File: src/rtl/seq_divider.sv
// ---------------------------------------------------------------------------
// seq_divider
//   Iterative radix-2 restoring divider for DIV / DIVU. It produces the
//   quotient (to LO) and the remainder (to HI) one bit per cycle.
//   Sequence: IDLE -> PREP -> ITER (WIDTH cycles) -> FIX -> DONE.
//   With start accepted at edge N, done is high in the cycle after edge N+34.
//
//   Quotient truncates toward zero and the remainder takes the sign of the
//   dividend. A zero divisor yields quotient = all ones and
//   remainder = original dividend.
//
//   Optional macro DIV_ZERO_FAST_EN: when defined, a zero divisor is detected
//   in PREP and the FSM skips ITER (PREP -> FIX -> DONE). When it is not
//   defined, latency is constant and FIX overrides the results instead.
//
// Ports:
//   clk        clock
//   reset      synchronous, active-high reset
//   start      one-cycle request, sampled only in IDLE or DONE
//   is_signed  1 = DIV (two's complement), 0 = DIVU; captured with start
//   cancel     drops an in-flight divide; HI/LO results are left untouched
//   dividend   srcA, captured with start
//   divisor    srcB, captured with start
//   busy       high in PREP, ITER and FIX
//   done       one-cycle pulse; quotient/remainder are valid in this cycle
//   quotient   result for LO, held until the next done
//   remainder  result for HI, held until the next done
// ---------------------------------------------------------------------------
module seq_divider #(
  parameter int WIDTH = 32
) (
  input  logic             clk,
  input  logic             reset,
  input  logic             start,
  input  logic             is_signed,
  input  logic             cancel,
  input  logic [WIDTH-1:0] dividend,
  input  logic [WIDTH-1:0] divisor,
  output logic             busy,
  output logic             done,
  output logic [WIDTH-1:0] quotient,
  output logic [WIDTH-1:0] remainder
);

  localparam int CW = $clog2(WIDTH + 1);

  typedef enum logic [2:0] {
    IDLE = 3'd0,
    PREP = 3'd1,
    ITER = 3'd2,
    FIX  = 3'd3,
    DONE = 3'd4
  } state_t;

  state_t state_reg, state_next;

  // Operands as captured with start. The raw dividend is kept because a
  // zero divisor must return the original signed value as the remainder.
  logic [WIDTH-1:0] dvd_reg;
  logic [WIDTH-1:0] dvs_reg;
  logic             sgn_reg;

  // Working registers of the unsigned core.
  logic [WIDTH-1:0] abs_dvs_reg;
  logic [WIDTH-1:0] rem_reg;
  logic [WIDTH-1:0] quo_reg;
  logic [CW-1:0]    cnt_reg;
  logic             q_neg_reg;
  logic             r_neg_reg;
  logic             div_zero_reg;

  logic             accept;
  logic             dvs_is_zero;
  logic [WIDTH-1:0] abs_dvd;
  logic [WIDTH-1:0] abs_dvs;
  logic [WIDTH:0]   shifted;
  logic [WIDTH:0]   trial;
  logic [WIDTH-1:0] q_fix;
  logic [WIDTH-1:0] r_fix;

  assign accept      = start && !cancel;
  assign dvs_is_zero = (dvs_reg == '0);

  // Magnitudes. The most negative value negates to itself, which reads
  // correctly as 2^(WIDTH-1) when it is treated as unsigned.
  assign abs_dvd = (sgn_reg && dvd_reg[WIDTH-1]) ? (~dvd_reg + 1'b1) : dvd_reg;
  assign abs_dvs = (sgn_reg && dvs_reg[WIDTH-1]) ? (~dvs_reg + 1'b1) : dvs_reg;

  // One restoring step: shift {rem, quo} left, then trial-subtract. The
  // remainder stays below the divisor, so WIDTH bits hold it after the step.
  assign shifted = {rem_reg, quo_reg[WIDTH-1]};
  assign trial   = shifted - {1'b0, abs_dvs_reg};

  // Sign fix-up, with the divide-by-zero results taking priority.
  assign q_fix = div_zero_reg ? {WIDTH{1'b1}} :
                 (q_neg_reg ? (~quo_reg + 1'b1) : quo_reg);
  assign r_fix = div_zero_reg ? dvd_reg :
                 (r_neg_reg ? (~rem_reg + 1'b1) : rem_reg);

  assign busy = (state_reg == PREP) || (state_reg == ITER) || (state_reg == FIX);
  assign done = (state_reg == DONE);

  // State register.
  always_ff @(posedge clk) begin
    if (reset) begin
      state_reg <= IDLE;
    end else begin
      state_reg <= state_next;
    end
  end

  // Next-state logic.
  always_comb begin
    state_next = state_reg;
    case (state_reg)
      IDLE: begin
        if (accept) state_next = PREP;
      end
      PREP: begin
        if (cancel) begin
          state_next = IDLE;
        end else begin
`ifdef DIV_ZERO_FAST_EN
          state_next = dvs_is_zero ? FIX : ITER;
`else
          state_next = ITER;
`endif
        end
      end
      ITER: begin
        if (cancel) begin
          state_next = IDLE;
        end else if (cnt_reg == CW'(1)) begin
          state_next = FIX;
        end
      end
      FIX: begin
        state_next = cancel ? IDLE : DONE;
      end
      DONE: begin
        state_next = accept ? PREP : IDLE;
      end
      default: state_next = IDLE;
    endcase
  end

  // Datapath. Working registers may be updated on a cancelled cycle; that is
  // harmless because only the FIX -> DONE transition writes the outputs.
  always_ff @(posedge clk) begin
    if (reset) begin
      dvd_reg      <= '0;
      dvs_reg      <= '0;
      sgn_reg      <= 1'b0;
      abs_dvs_reg  <= '0;
      rem_reg      <= '0;
      quo_reg      <= '0;
      cnt_reg      <= '0;
      q_neg_reg    <= 1'b0;
      r_neg_reg    <= 1'b0;
      div_zero_reg <= 1'b0;
      quotient     <= '0;
      remainder    <= '0;
    end else begin
      case (state_reg)
        IDLE, DONE: begin
          if (accept) begin
            dvd_reg <= dividend;
            dvs_reg <= divisor;
            sgn_reg <= is_signed;
          end
        end
        PREP: begin
          abs_dvs_reg  <= abs_dvs;
          quo_reg      <= abs_dvd;
          rem_reg      <= '0;
          cnt_reg      <= CW'(WIDTH);
          q_neg_reg    <= sgn_reg && (dvd_reg[WIDTH-1] ^ dvs_reg[WIDTH-1]);
          r_neg_reg    <= sgn_reg && dvd_reg[WIDTH-1];
          div_zero_reg <= dvs_is_zero;
        end
        ITER: begin
          if (!trial[WIDTH]) begin
            rem_reg <= trial[WIDTH-1:0];
            quo_reg <= {quo_reg[WIDTH-2:0], 1'b1};
          end else begin
            rem_reg <= shifted[WIDTH-1:0];
            quo_reg <= {quo_reg[WIDTH-2:0], 1'b0};
          end
          cnt_reg <= cnt_reg - CW'(1);
        end
        FIX: begin
          // Outputs load on the edge that enters DONE.
          if (!cancel) begin
            quotient  <= q_fix;
            remainder <= r_fix;
          end
        end
        default: ;
      endcase
    end
  end

endmodule

File: config.mk
export PLATFORM = sky130hd
export DESIGN_NAME = seq_divider
export DESIGN_NICKNAME = d
export VERILOG_FILES = /design/src/rtl/seq_divider.sv
export SDC_FILE = /design/constraint.sdc
export NUM_CORES = 1
export LEC_CHECK = 0
export ABC_CLOCK_PERIOD_IN_PS = 3300
export CORE_MARGIN = 2
export CORE_UTILIZATION = 52
export DETAILED_ROUTE_END_ITERATION = 10
export HOLD_SLACK_MARGIN = 0.15
export PLACE_DENSITY = 0.87
export REMOVE_ABC_BUFFERS = 1
export SYNTH_ARGS = -nofsm -noshare
export SYNTH_HDL_FRONTEND = slang
export SYNTH_SLANG_ARGS = --single-unit
export TNS_END_PERCENT = 100
File: constraint.sdc
create_clock -name clk -period 3.3 [get_ports clk]
set_clock_uncertainty 0.05 [all_clocks]
set_input_delay 0.825 -clock clk [delete_from_list [all_inputs] [get_ports clk]]
set_output_delay 0.825 -clock clk [all_outputs]
set_load 0.005 [all_outputs]
==> metrics.yaml, run 1 <==
run_status:
  outcome: "completed"
synth:
  synth.avg_cell_area_um2: 7.70
  yosys_warnings: 0
  post-synth-top-area-cell: "dfxtp_1"
  ys_types: 65
  yosysSeqAreaShare: 0.356
  synth_flop_cell: "dfxtp_1"
  async_flop_share: 0
  synth_area_um2: 13300
  synth_commonest_cells: "308 x nand2_1, 237 x dfxtp_1, 187 x a21oi_1"
  yosysMostFrequentCell: "nand2_1"
  synth-seq-cells: 237
  synth_edf_count: 0
  synth_top_area_share: 0.356
  netlist_instances: 1730
  ys_top_cells_by_area: "dfxtp_1 36%, nand2_1 8.7%, a21oi_1 7.0%"
floorplan:
  placeableCoreArea_um2: 25200
  io_pins: 135
  die_w_um: 164
  fp.dieArea_um2: 26900
  start_util: 0.529
  core.rowCount: 58
  die_h_um: 164
finish:
  num-fill-cells: 2086
  multi_input_area_um2: 8000
  drive_above_1_share: 0.0679
  final-seq-area_um2: 4750
  area_delta_synth_final_pct: 20.5
  final_nets: 1945
route:
  drc: 0
  met1_length_um: 14700
  wl_per_cell_um: 16.4
  postRouteAntennaNets: 0
  viasPerCell: 5.97
  firstDrtPassIters: 6
  wl_met2_um: 17200
  vias: 13058
  routed_wl_um: 36000
  dr.max_layer_used: "met5"
  drtIter0Drc: 1152
  met3WireLength_um: 2520
timing:
  fin_tns_setup_ns: 0
  finalHoldViolCount: 0
  whs_ns: 0.405
  min_period_ns: 3.18
  fin_crit_sh: 0.965
  timing.fmax_mhz: 314
  worstMarginPinSlew_ns: 1.02
  finalMaxSlewViolations: 0
  setup-violations-final: 0
  slew_headroom: 0.317
  grt_setup_unrepaired: "no"
grt:
  grt_max_degree: 145
  grt_pass1_wl_um: 57900
  gr-total-overflow: 0
  grt_use_total: 0.261
  antenna_found_initial: 2
  grt_pass1_vias: 12112
place:
  place_congestion: 0.915
  dpl.hpwl_um: 26000
  port_buffers: 134
critical_path:
  crit_buf_inv: 3
  slowest_delay_ns: 0.45
  cp.required_ns: 3.72
  arrival_ns: 3.60
  worst_path_max_delay_cell: "or3_4"
  crit_type: "reg -> reg"
  cp-end-kind: "register"
  startpoint_type: "register"
  worstPathCellList: "inv_1 -> ha_1 -> fa_1 -> nor2b_2 -> o211a_1 -> o31ai_1 -> buf_4 -> a221o_1 -> and4b_1 -> or3_4 -> buf_4 -> a21oi_1 -> a221o_1"
  cpLargestDelayFamily: "compound AO/OA/AOI/OAI gates"
  crit_fanout: 8
power:
  leakage_nw: 6.04
  ir_drop_mv: 0.413
  powerDensity_nw_per_um2: 435
clock_tree:
  clockBufferDepth: 3
  cts-htree-levels: 1
  numClockSinks: 237
  clk_pin_slew_ns: 0.06
  clock-root-buffer: "clkbuf_16"
  cts_tree: "yes"
  numCtsBuffers: 26
  clkLatencyLatePin_ns: 0.53
job:
  maxCapViolations: 0
hold_path:
  hp-class: "reg -> reg"
-- logic make-up (layout without fill, tap and decap cells) --
group / count (synthesis) / in the layout / synth area share
other cells: 0 / 1 / 0
buf+inv: 163 / 290 / 0.0461
mux: 8 / 8 / 0.00611
flops: 237 / 237 / 0.356
xor+xnor: 140 / 140 / 0.0921
compound gates: 504 / 504 / 0.242
simple gates: 639 / 639 / 0.220
fa+ha+maj: 39 / 39 / 0.0372
-- cells in the final DEF (no fill, tap or decap), types with 7 or more instances in the layout --
| cell | count |
|---|---|
| nor2b_1 | 8 |
| clkbuf_16 | 27 |
| and2_1 | 22 |
| nor4_1 | 13 |
| xor2_1 | 75 |
| ha_1 | 38 |
| a22oi_1 | 32 |
| o22ai_1 | 21 |
| nand2_1 | 308 |
| o211ai_1 | 12 |
| dfxtp_1 | 236 |
| a21oi_1 | 187 |
| o31ai_1 | 28 |
| o21a_1 | 11 |
| xnor2_1 | 65 |
| mux2i_1 | 7 |
| o41ai_1 | 18 |
| nor3_1 | 49 |
| a221o_1 | 30 |
| nand4_1 | 11 |
| inv_1 | 51 |
| nor2_1 | 119 |
| a31oi_1 | 8 |
| o21ai_0 | 78 |
| and3_1 | 9 |
| clkdlybuf4s50_1 | 133 |
| a211oi_1 | 33 |
| a21o_1 | 20 |
| nand3_1 | 25 |
| or4_1 | 15 |
| nand2b_1 | 10 |
| buf_4 | 53 |
| or3_1 | 11 |
-- report_power, final --
group,internal (mW),total [mW],switching [mW]
combinational,0.456,1.07,0.613
clock,1.72,2.89,1.17
sequential,2.93,3.02,0.0858
-- repair_timing --
item | CTS | global route
pin swaps | 0 | 1
setup buffers | 0 | 1
gates resized for setup | 1 | 3
hold buffers | 0 | 0
endpoints found under the setup margin | 2 | 31
endpoints found under the hold margin | 0 | 0
gates cloned | 0 | 0
-- final timing paths --
kind                   start              end  slack, ns  depth (start not counted)
max              quo_reg[31]       rem_reg[2]       0.12                         13
min          abs_dvs_reg[31]  abs_dvs_reg[31]       0.41                          2
max reg2reg      quo_reg[31]       rem_reg[2]       0.12                         13
min reg2reg  abs_dvs_reg[31]  abs_dvs_reg[31]       0.41                          2
-- worst reg2reg max path, stage by stage (launching register included) --
cell	delay (ns)
dfxtp_1	0.33
inv_1	0.05
ha_1	0.20
fa_1	0.42
nor2b_2	0.15
o211a_1	0.17
o31ai_1	0.08
buf_4	0.15
a221o_1	0.37
and4b_1	0.24
or3_4	0.45
buf_4	0.18
a21oi_1	0.15
a221o_1	0.15
-- final cells by class --
| type | instances | share of cell area |
|---|---|---|
| inverter | 51 | 0.0119 |
| timing repair buffer | 191 | 0.113 |
| clock buffer | 38 | 0.0485 |
| clock inverter | 10 | 0.00570 |
| sequential | 237 | 0.296 |
| multi-input combinational | 1330 | 0.499 |
| antenna | 1 | 0.000156 |
| tap | 330 | 0.0257 |
-- layer usage --
layer,GRT usage,vias up
met4,0.105,2
met5,0,-
met2,0.462,529
met1,0.321,6052
li1,-,6361
met3,0.0326,114
-- per-stage QoR --
step / util / total power, mW / area [µm²] / instances / setup WS, ns
floorplan: - / 3.71 / 12900 / 1618 / -4.65
global placement: 0.601 / 4.07 / 15100 / 2138 / 0.137
detailed placement: 0.601 / 4.10 / 15100 / 2138 / 0.0341
CTS: 0.636 / 6.97 / 16000 / 2186 / 0.0554
global route: 0.637 / 7.23 / 16000 / 2187 / 0.0219
finish: 0.637 / 6.97 / 16000 / 2188 / 0.117
Power figures use the tool's default switching activity.
==> inputs of run 2 (changes only) <==
--- a/config.mk
+++ b/config.mk
@@ -5,12 +5,13 @@
 export SDC_FILE = /design/constraint.sdc
 export NUM_CORES = 1
 export LEC_CHECK = 0
-export ABC_CLOCK_PERIOD_IN_PS = 3300
+export ABC_CLOCK_PERIOD_IN_PS = 3700
 export CORE_MARGIN = 2
-export CORE_UTILIZATION = 52
+export CORE_UTILIZATION = 57
 export DETAILED_ROUTE_END_ITERATION = 10
 export HOLD_SLACK_MARGIN = 0.15
-export PLACE_DENSITY = 0.87
+export PLACE_DENSITY = 0.8
+export RECOVER_POWER = 50
 export REMOVE_ABC_BUFFERS = 1
 export SYNTH_ARGS = -nofsm -noshare
 export SYNTH_HDL_FRONTEND = slang
==> constraint.sdc (replaced) <==
create_clock -name clk -period 3.7 [get_ports clk]
set_clock_uncertainty 0.05 [all_clocks]
set_input_delay 0.925 -clock clk [delete_from_list [all_inputs] [get_ports clk]]
set_output_delay 0.925 -clock clk [all_outputs]
set_load 0.005 [all_outputs]
==> run 2 against run 1 <==
Fmax decreased by 5.0%; largest power group unchanged; critical endpoint is now rem_reg[22]; largest cell class unchanged; via count is 3.6% lower; highest routed layer is now met4; total power decreased by 11%.
==> metrics.yaml, run 2 (same netlist as run 1, synthesis figures left out) <==
place:
  dpl.hpwl_um: 24900  # was 26000 µm
  place_congestion: 0.927  # was 0.915
  port_buffers: 134  # unchanged
clock_tree:
  numClockSinks: 237  # unchanged
  clockBufferDepth: 3  # unchanged
  clock-root-buffer: "clkbuf_16"  # unchanged
  cts_resized: 0  # was 1
  clk_pin_slew_ns: 0.06  # about the same
  post_cts_buffers: 0  # unchanged
  clkLatencyLatePin_ns: 0.53  # about the same
  cts_tree: "yes"  # unchanged
  cts-htree-levels: 1  # unchanged
  postCtsHoldBufs: 0  # unchanged
  numCtsBuffers: 26  # unchanged
critical_path:
  critPathLaunch: "quo_reg[31]"  # unchanged
  cp-end-kind: "register"  # unchanged
  cpLargestDelayFamily: "compound AO/OA/AOI/OAI gates"  # unchanged
  cp_common_cell: "a221o_1"
  startpoint_type: "register"  # unchanged
  slowest_delay_ns: 0.51  # was 0.45 ns
  worstPathCellList: "inv_1 -> ha_1 -> fa_1 -> nor2b_1 -> o211a_1 -> o31ai_1 -> a221o_1 -> nand4b_1 -> a21oi_1 -> or2_2 -> a221o_1"  # was inv_1 -> ha_1 -> fa_1 -> nor2b_2 -> o211a_1 -> o31ai_1 -> buf_4 -> a221o_1 -> and4b_1 -> or3_4 -> buf_4 -> a21oi_1 -> a221o_1
  crit_type: "reg -> reg"  # unchanged
  crit_fanout: 25  # was 8
  reg2regPathDepth: 11  # was 13
  reg2reg_to: "rem_reg[22]"  # was rem_reg[2]
  worst-path-stages: 11  # was 13
  arrival_ns: 3.71  # was 3.60 ns
  cp.required_ns: 4.06  # was 3.72 ns
  worst_path_max_delay_cell: "or2_2"  # was or3_4
  r2r_slack_ns: 0.35  # was 0.12 ns
  r2r-start: "quo_reg[31]"  # unchanged
  crit_buf_inv: 1  # was 3
  critical_path.endpoint: "rem_reg[22]"  # was rem_reg[2]
finish:
  drive_above_1_share: 0.0518  # was 0.0679
  final_cell_mix: "308 x nand2_1, 236 x dfxtp_1, 187 x a21oi_1"  # unchanged
  final_nets: 1922  # was 1945
  area_delta_synth_final_pct: 18.9  # was 20.5%
  layout_commonest_cell: "nand2_1"  # unchanged
  fin_util: 0.695  # was 0.637
  antenna_cells: 0  # was 1
power:
  pwr-share-comb: 0.144  # was 0.153
  pwr-share-clk: 0.424  # was 0.414
  cellInternalPower_mw: 4.61  # was 5.10 mW
  p_sw_mw: 1.62  # was 1.87 mW
  powerDensity_nw_per_um2: 394  # was 435 nW/µm²
  ir_drop_mv: 0.299  # was 0.413 mV
  p_seq_frac: 0.432  # about the same
  swShare: 0.260  # was 0.268
  total_power_mw: 6.23  # was 6.97 mW
  leakage_nw: 6.08  # was 6.04 nW
timing:
  finalMaxSlewViolations: 0  # unchanged
  whs_ns: 0.400  # was 0.405 ns
  min_period_ns: 3.35  # was 3.18 ns
  setup-violations-final: 0  # unchanged
  timing.fmax_mhz: 298  # was 314 MHz
  slew_headroom: 0.0681  # was 0.317
  grt_setup_unrepaired: "no"  # unchanged
  worstMarginPinSlew_ns: 1.39  # was 1.02 ns
  finalHoldViolCount: 0  # unchanged
  fin_crit_sh: 0.905  # was 0.965
  fin_tns_setup_ns: 0  # unchanged
floorplan:
  die_h_um: 157  # was 164 µm
  die_w_um: 157  # was 164 µm
  core.rowCount: 55  # was 58
  placeableCoreArea_um2: 22800  # was 25200 µm²
  io_pins: 135  # unchanged
  start_util: 0.584  # was 0.529
  fp.dieArea_um2: 24600  # was 26900 µm²
route:
  drc: 0  # unchanged
  routed_wl_um: 34400  # was 36000 µm
  wl_per_cell_um: 16.0  # was 16.4 µm
  firstDrtPassIters: 6  # unchanged
  drtIter0Drc: 1161  # was 1152
  vias: 12586  # was 13058
  viasPerCell: 5.86  # was 5.97
  postRouteAntennaNets: 0  # unchanged
grt:
  grt_max_degree: 90  # was 145
  gr-total-overflow: 0  # unchanged
  grt_use_total: 0.275  # was 0.261
  grt_pass1_wl_um: 56300  # was 57900 µm
  antenna_found_initial: 0  # was 2
  grt_pass1_vias: 11510  # was 12112
run_status:
  outcome: "completed"  # unchanged
job:
  maxCapViolations: 0  # unchanged
hold_path:
  hp-class: "reg -> reg"  # unchanged
## run 2: changes by cell type in the layout (fill, tap and decap cells not counted), sizes merged, moves of 2 or more
| cell | before | now |
|---|---|---|
| clkbuf | 38 | 45 |
| clkdlybuf4s50 | 133 | 84 |
| clkinvlp | 2 | 0 |
| clkinv | 6 | 3 |
| dlygate4sd3 | 0 | 49 |
| buf | 58 | 31 |
## run 2: worst min-delay path by stage
stage,from,endpoint,slack [ns],depth (start not counted)
floorplan,abs_dvs_reg[16],abs_dvs_reg[16],0.38,2
global placement,abs_dvs_reg[31],abs_dvs_reg[31],0.39,2
detailed placement,remainder[7],remainder[7],0.40,2
CTS,remainder[7],remainder[7],0.40,2
global route,remainder[2],remainder[2],0.42,2
finish,abs_dvs_reg[31],abs_dvs_reg[31],0.40,2
## run 2: area by class of cell
type	count	area (µm²)
Clock inverter	6	91.3
Sequential cell	237	4750
Clock buffer	41	798
Fill cell	1889	6960
Timing Repair Buffer	168	1620
Multi-Input combinational cell	1330	7980
Tap cell	313	392
Inverter	51	191
## run 2: stage by stage
stage | std cells | area [µm²] | setup WS, ns
after floorplan | 1618 | 12900 | -4.25
after global placement | 2099 | 15000 | 0.486
after detailed placement | 2099 | 15000 | 0.409
after CTS | 2146 | 15900 | 0.383
after global routing | 2146 | 15800 | 0.114
final | 2146 | 15800 | 0.350
## run 2: worst register-to-register path, stage by stage, from the launching register on
cell and delay (ns):
dfxtp_1 0.41, inv_1 0.07, ha_1 0.21, fa_1 0.40, nor2b_1 0.16, o211a_1 0.17
o31ai_1 0.14, a221o_1 0.39, nand4b_1 0.18, a21oi_1 0.11, or2_2 0.51, a221o_1 0.42
## run 2: per-layer routing
| layer | GRT usage | vias up | part of all wire |
|---|---|---|---|
| met5 | 0 | - | 0 |
| met4 | 0.0738 | 0 | 0.023 |
| met3 | 0.0324 | 67 | 0.066 |
| met2 | 0.484 | 404 | 0.48 |
| met1 | 0.356 | 5789 | 0.43 |
| li1 | - | 6326 | - |
## run 2: power by group through the flow
stage	registers [mW]	clock network (mW)	logic (mW)
after global routing	2.70	2.77	0.987
after CTS	2.69	2.69	0.888
after detailed placement	2.75	0	0.881
after floorplan	2.72	0	0.588
final	2.69	2.64	0.896
after global placement	2.74	0	0.869
==> RTL edit 1 (settings of run 2) <==
Re-encode `state_t` (5 states) as Gray code, 3 bits wide.
--- a/src/rtl/seq_divider.sv
+++ b/src/rtl/seq_divider.sv
@@ -46,9 +46,9 @@
 
   typedef enum logic [2:0] {
-    IDLE = 3'd0,
-    PREP = 3'd1,
-    ITER = 3'd2,
-    FIX  = 3'd3,
-    DONE = 3'd4
+    IDLE = 3'b000,
+    PREP = 3'b001,
+    ITER = 3'b011,
+    FIX  = 3'b010,
+    DONE = 3'b110
   } state_t;
 
Check against the original RTL: same outputs for any inputs over 10 cycles, from zero or initial values and one cycle with reset high; not proved beyond that.
==> RTL edit 1 against run 2 <==
The flow now finishes with violations (capacitance limit, slew limit); sequential power about the same; area after synthesis is 0.11% higher; routed wire length fell by 3.7%; sequential cell count stayed put; cell count up 1.5%; setup slack got worse by 0.13 ns; combinational power down 3.9%; total power is 1.2% lower; die area increased by 0.11%; final area is 0.45% lower; first-iteration DRC count shrank 34%; count of clock-buffer cells in the layout shrank 4; critical path type unchanged; largest power group unchanged.
==> RTL edit 1: results (changes against run 2) <==
Crit-path max FO: 19 (was 25)
Placed instance area: 0.01491 mm^2 (was 0.01497 mm^2)
Placed cell count: 2,131 (was 2,099)
Commonest cells post-synth: 392 x nand2_1, 237 x dfxtp_1, 182 x a21oi_1 (was 308 x nand2_1, 237 x dfxtp_1, 187 x a21oi_1)
Least-Margin Pin Slew: 2.128 ns (was 1.395 ns)
CTS H-Tree Depth: 1 (unchanged)
Drt wl/cell: 15.21 um (was 16.03 um)
Hold_sp: remainder[5]$_SDFFE_PP0P_ (was abs_dvs_reg[31]$_SDFFE_PP0P_)
Yosys warning count: 0 (unchanged)
Tot GR Track Use: 26.97% (was 27.50%)
Non-Filler Instances: 2,178 (was 2,146)
Syn Inst Count: 1,777 (was 1,730)
Area contributors post-synth: dfxtp_1 36%, nand2_1 11%, a21oi_1 6.8% (was dfxtp_1 36%, nand2_1 8.7%, a21oi_1 7.0%)
R2R Path Start: quo_reg[31]$_SDFFE_PP0P_ (unchanged)
First-pass iteration count of the detailed router: 5 (was 6)
Failing checks: capacitance limit, slew limit
First-pass GRT wire length: 55,500 um (was 56,290 um)
Synth Flop Type: dfxtp_1 (unchanged)
Number of fill cells: 1,940 (was 1,889)
Lkg Pwr: 5.770 nW (was 6.085 nW)
PortBufs: 134 (unchanged)
Fraction of layout cells with a size suffix above 1: 5.308% (was 5.183%)
Synth unique cells: 66 (was 65)
1st-iter DRT viols: 764 (was 1,161)
Vias per cell: 5.677 (was 5.865)
Crit-path max cell delay: 0.38 ns (was 0.51 ns)
Peak VDD IR: 0.3148 mV (was 0.2990 mV)
Max Slew Vio Count: 198 (was 0)
CP arrival: 3.83 ns (was 3.71 ns)
Crit-path slowest cell: fa_1 (was or2_2)
Status: complete, but fails checks (was completed)
Maximum capacitance violations: 3 (was 0)
Postcts setup bufs: 0 (unchanged)
Final Net Count: 1,955 (was 1,922)
Post_cts resized: 0 (unchanged)
CTS buffer count: 27 (was 26)
Largest net degree at the start of global routing: 87 (was 90)
Post-DP HPWL: 23,600 um (was 24,870 um)
Final GP Congestion: 0.9227 (was 0.9269)
Via count of the first global-routing pass: 11,660 (was 11,510)
Sequential share of the synthesized area: 35.60% (was 35.64%)
==> RTL edit 1: changes by cell type in the layout (fill, tap and decap cells not counted), sizes merged, moves of 27 or more <==
| cell | before | now |
|---|---|---|
| nand2 | 308 | 393 |
| o21ai | 79 | 134 |
| a22oi | 32 | 1 |
| a211oi | 33 | 61 |
| mux2i | 7 | 35 |
| a221o | 30 | 3 |
| nor3 | 50 | 23 |
==> RTL edit 1: area by class of cell <==
| cell class | instances | area (um^2) | area share, % |
|---|---|---|---|
| clock buffers | 37 | 783.3 | 4.973 |
| clock inverters | 10 | 85.08 | 0.5402 |
| inverters | 51 | 191.4 | 1.215 |
| multi-input cells | 1369 | 7974 | 50.62 |
| flip-flops and latches | 237 | 4747 | 30.14 |
| well taps | 313 | 391.6 | 2.486 |
| repair buffers | 161 | 1579 | 10.02 |
==> RTL edit 1: cell families (layout without fill, tap and decap cells) <==
group | Yosys count | after routing | synth area share (%)
xor+xnor | 146 | 146 | 9.594
fa+ha+maj | 39 | 39 | 3.718
flops | 237 | 237 | 35.60
mux | 35 | 35 | 2.629
compound gates | 486 | 486 | 22.06
simple gates | 663 | 663 | 21.55
buf+inv | 171 | 259 | 4.854
==> RTL edit 1: report_power, final <==
group,total [mW],switching (mW),internal [mW],leakage (nW)
combinational,0.861,0.488,0.373,3.41
sequential,2.70,0.0769,2.62,1.92
clock,2.60,1.06,1.54,0.439
total,6.16,1.62,4.54,5.77
==> RTL edit 1: critical path, delay by kind of cell, from the launching register on <==
family / cells / cell delay [ns]
AO/OA/AOI/OAI: 5 / 0.89
buffers and inverters: 4 / 0.66
adder cells (fa/ha/maj): 2 / 0.62
flip-flops: 1 / 0.32
AND/OR/NAND/NOR: 2 / 0.30
XOR/XNOR: 1 / 0.27
multiplexers: 1 / 0.22
==> RTL edit 1: metal layers <==
layer / vias up / GRT usage (%) / routed length, um
li1: 6269 / - / -
met2: 329 / 46.53 / 15590
met4: 0 / 8.519 / 919
met5: - / 0.4141 / 0
met1: 5702 / 35.06 / 14620
met3: 65 / 3.442 / 1992
==> RTL edit 1: final timing paths <==
kind	endpoint	slack [ns]	cells after the start
worst min-delay path	remainder[5]$_SDFFE_PP0P_	0.40	2
worst max-delay path	rem_reg[6]$_SDFFE_PP0P_	0.22	15
worst max register to register	rem_reg[6]$_SDFFE_PP0P_	0.22	15
worst min register to register	remainder[5]$_SDFFE_PP0P_	0.40	2
==> RTL edit 1: stage by stage <==
step	hold WS [ns]	setup slack, ns
final	0.4001	0.2183
after global routing	0.4208	0.02301
after detailed placement	0.3986	0.2751
after global placement	0.3896	0.4027
after floorplan	0.3758	-1.798
after CTS	0.4063	0.2542
==> RTL edit 2 (flow settings as in run 2) <==
Made on the original files. Change the parameter `WIDTH` from 32 to 64.
--- a/src/rtl/seq_divider.sv
+++ b/src/rtl/seq_divider.sv
@@ -28,5 +28,5 @@
 // ---------------------------------------------------------------------------
 module seq_divider #(
-  parameter int WIDTH = 32
+  parameter int WIDTH = 64
 ) (
   input  logic             clk,
Ports: changed (resized dividend, divisor, quotient and remainder); port bits go from 135 to 263. The function was not compared with the original's and may differ.
==> RTL edit 2 against run 2 <==
Area after synthesis grew 99%; critical endpoint is now rem_reg[19]$_SDFFE_PP0P_; sequential power rose by 95%; utilization increased by 0.19 points; final area is 100% higher; combinational power grew 140%; sequential cell count increased by 225; via count is 110% higher; setup slack lost 0.24 ns; critical path depth grew 5; hold slack lost 0.00065 ns; total power grew 100%; routed wire length rose by 140%; sequential share of layout area decreased by 0.85 points.
==> RTL edit 2: results (changes against run 2) <==
Status: completed (unchanged)
Lkg Pwr: 12.66 nW (was 6.085 nW)
R2R Path Start: quo_reg[63]$_SDFFE_PP0P_ (was quo_reg[31]$_SDFFE_PP0P_)
Tot GR Track Use: 32.87% (was 27.50%)
Post-DP HPWL: 59,720 um (was 24,870 um)
Worst setup path endpoint: rem_reg[19]$_SDFFE_PP0P_ (was rem_reg[22]$_SDFFE_PP0P_)
Peak VDD IR: 0.4386 mV (was 0.2990 mV)
Placed cell count: 4,197 (was 2,099)
Synth unique cells: 83 (was 65)
Area contributors post-synth: dfxtp_1 35%, nand2_1 8.8%, a21oi_1 6.9% (was dfxtp_1 36%, nand2_1 8.7%, a21oi_1 7.0%)
Crit-path max FO: 6 (was 25)
Crit-path slowest cell: a2111o_1 (was or2_2)
Relative slew slack: 1.731% (was 6.806%)
CP arrival: 4.00 ns (was 3.71 ns)
Setup WS post-layout: 0.1052 ns (was 0.3498 ns)
First-pass GRT wire length: 128,300 um (was 56,290 um)
PortBufs: 262 (was 134)
Fraction of layout cells with a size suffix above 1: 6.957% (was 5.183%)
1st-iter DRT viols: 2,192 (was 1,161)
Syn Inst Count: 3,460 (was 1,730)
Via count of the first global-routing pass: 24,240 (was 11,510)
Non-Filler Instances: 4,294 (was 2,146)
Largest net degree at the start of global routing: 154 (was 90)
Clk_lat worst skew: 0.62 ns (was 0.53 ns)
Commonest cells post-synth: 622 x nand2_1, 462 x dfxtp_1, 366 x a21oi_1 (was 308 x nand2_1, 237 x dfxtp_1, 187 x a21oi_1)
Reg2Reg Depth: 16 (was 11)
CTS H-Tree Depth: 2 (was 1)
Drt wl/cell: 18.90 um (was 16.03 um)
Pre-CTS setup slack: -0.2053 ns (was 0.4092 ns)
[RTL edit 2: cell count changes in the layout (fill, tap and decap cells not counted), moves of 34 or more]
cell,delta
inv_1,+53
nor2_1,+120
buf_4,+72
mux2i_1,+51
o21ai_0,+115
dlygate4sd3_1,+45
dfxtp_1,+223
a21oi_1,+178
xnor2_1,+70
nand2_1,+313
clkdlybuf4s50_1,+83
o22ai_1,+46
or3_1,+34
xor2_1,+74
[RTL edit 2: cell families (layout without fill, tap and decap cells)]
logic type / after synthesis / after routing / share of synthesized area [%]
xor gates and xnor gates: 284 / 284 / 9.412
DFF: 462 / 462 / 35.00
muxes: 58 / 58 / 2.197
adders and majority gates: 71 / 71 / 3.390
and+or+nand+nor: 1197 / 1197 / 20.41
AOI/OAI and AO/OA: 1048 / 1048 / 24.70
buffers and inverters: 340 / 574 / 4.895
[RTL edit 2: power by group]
part           leakage [nW]  switching [mW]  internal (mW)
sequential             3.74           0.150           5.10
clock                 0.854            2.07           3.22
combinational          8.06            1.24          0.909
total                  12.7            3.46           9.23
[RTL edit 2: repair_timing]
item | CTS | global route
setup buffers | 0 | 5
gates resized for setup | 3 | 18
pin swaps | 0 | 4
endpoints found under the setup margin | 62 | 60
cloned | 0 | 1
[RTL edit 2: worst min path at each step]
stage                                       startpoint                      endpoint  slack (ns)  cells after the start
final                       remainder[18]$_SDFFE_PP0P_    remainder[18]$_SDFFE_PP0P_        0.40                      2
after global routing      abs_dvs_reg[62]$_SDFFE_PP0N_  abs_dvs_reg[62]$_SDFFE_PP0N_        0.43                      2
after CTS                   remainder[18]$_SDFFE_PP0P_    remainder[18]$_SDFFE_PP0P_        0.40                      2
after detailed placement    remainder[18]$_SDFFE_PP0P_    remainder[18]$_SDFFE_PP0P_        0.40                      2
after global placement      remainder[60]$_SDFFE_PP0P_    remainder[60]$_SDFFE_PP0P_        0.38                      2
after floorplan           abs_dvs_reg[49]$_SDFFE_PP0N_  abs_dvs_reg[49]$_SDFFE_PP0N_        0.38                      2
[RTL edit 2: metal layers]
metal | vias up | wire length [um] | part of all wire (%) | global-route usage (%)
met5 | - | 0 | 0 | 0
met4 | 0 | 2919 | 3.6 | 11.13
met3 | 177 | 4883 | 6.0 | 4.338
met2 | 911 | 37280 | 46 | 54.08
met1 | 12230 | 36060 | 44 | 44.33
li1 | 12640 | - | - | -
[RTL edit 2: area by class of cell]
cell class,instances,area (um^2)
flip-flops and latches,462,9253
fillers,3744,13830
clock inverters,15,281.5
clock buffers,76,1469
well taps,600,750.7
repair buffers,378,3626
multi-input cells,2658,15970
inverters,105,394.1
[RTL edit 2: worst min-delay path, stage by stage, from the launching register on]
cell     delay (ns)
dfxtp_1        0.30
nand2_1        0.05
a21oi_1        0.05
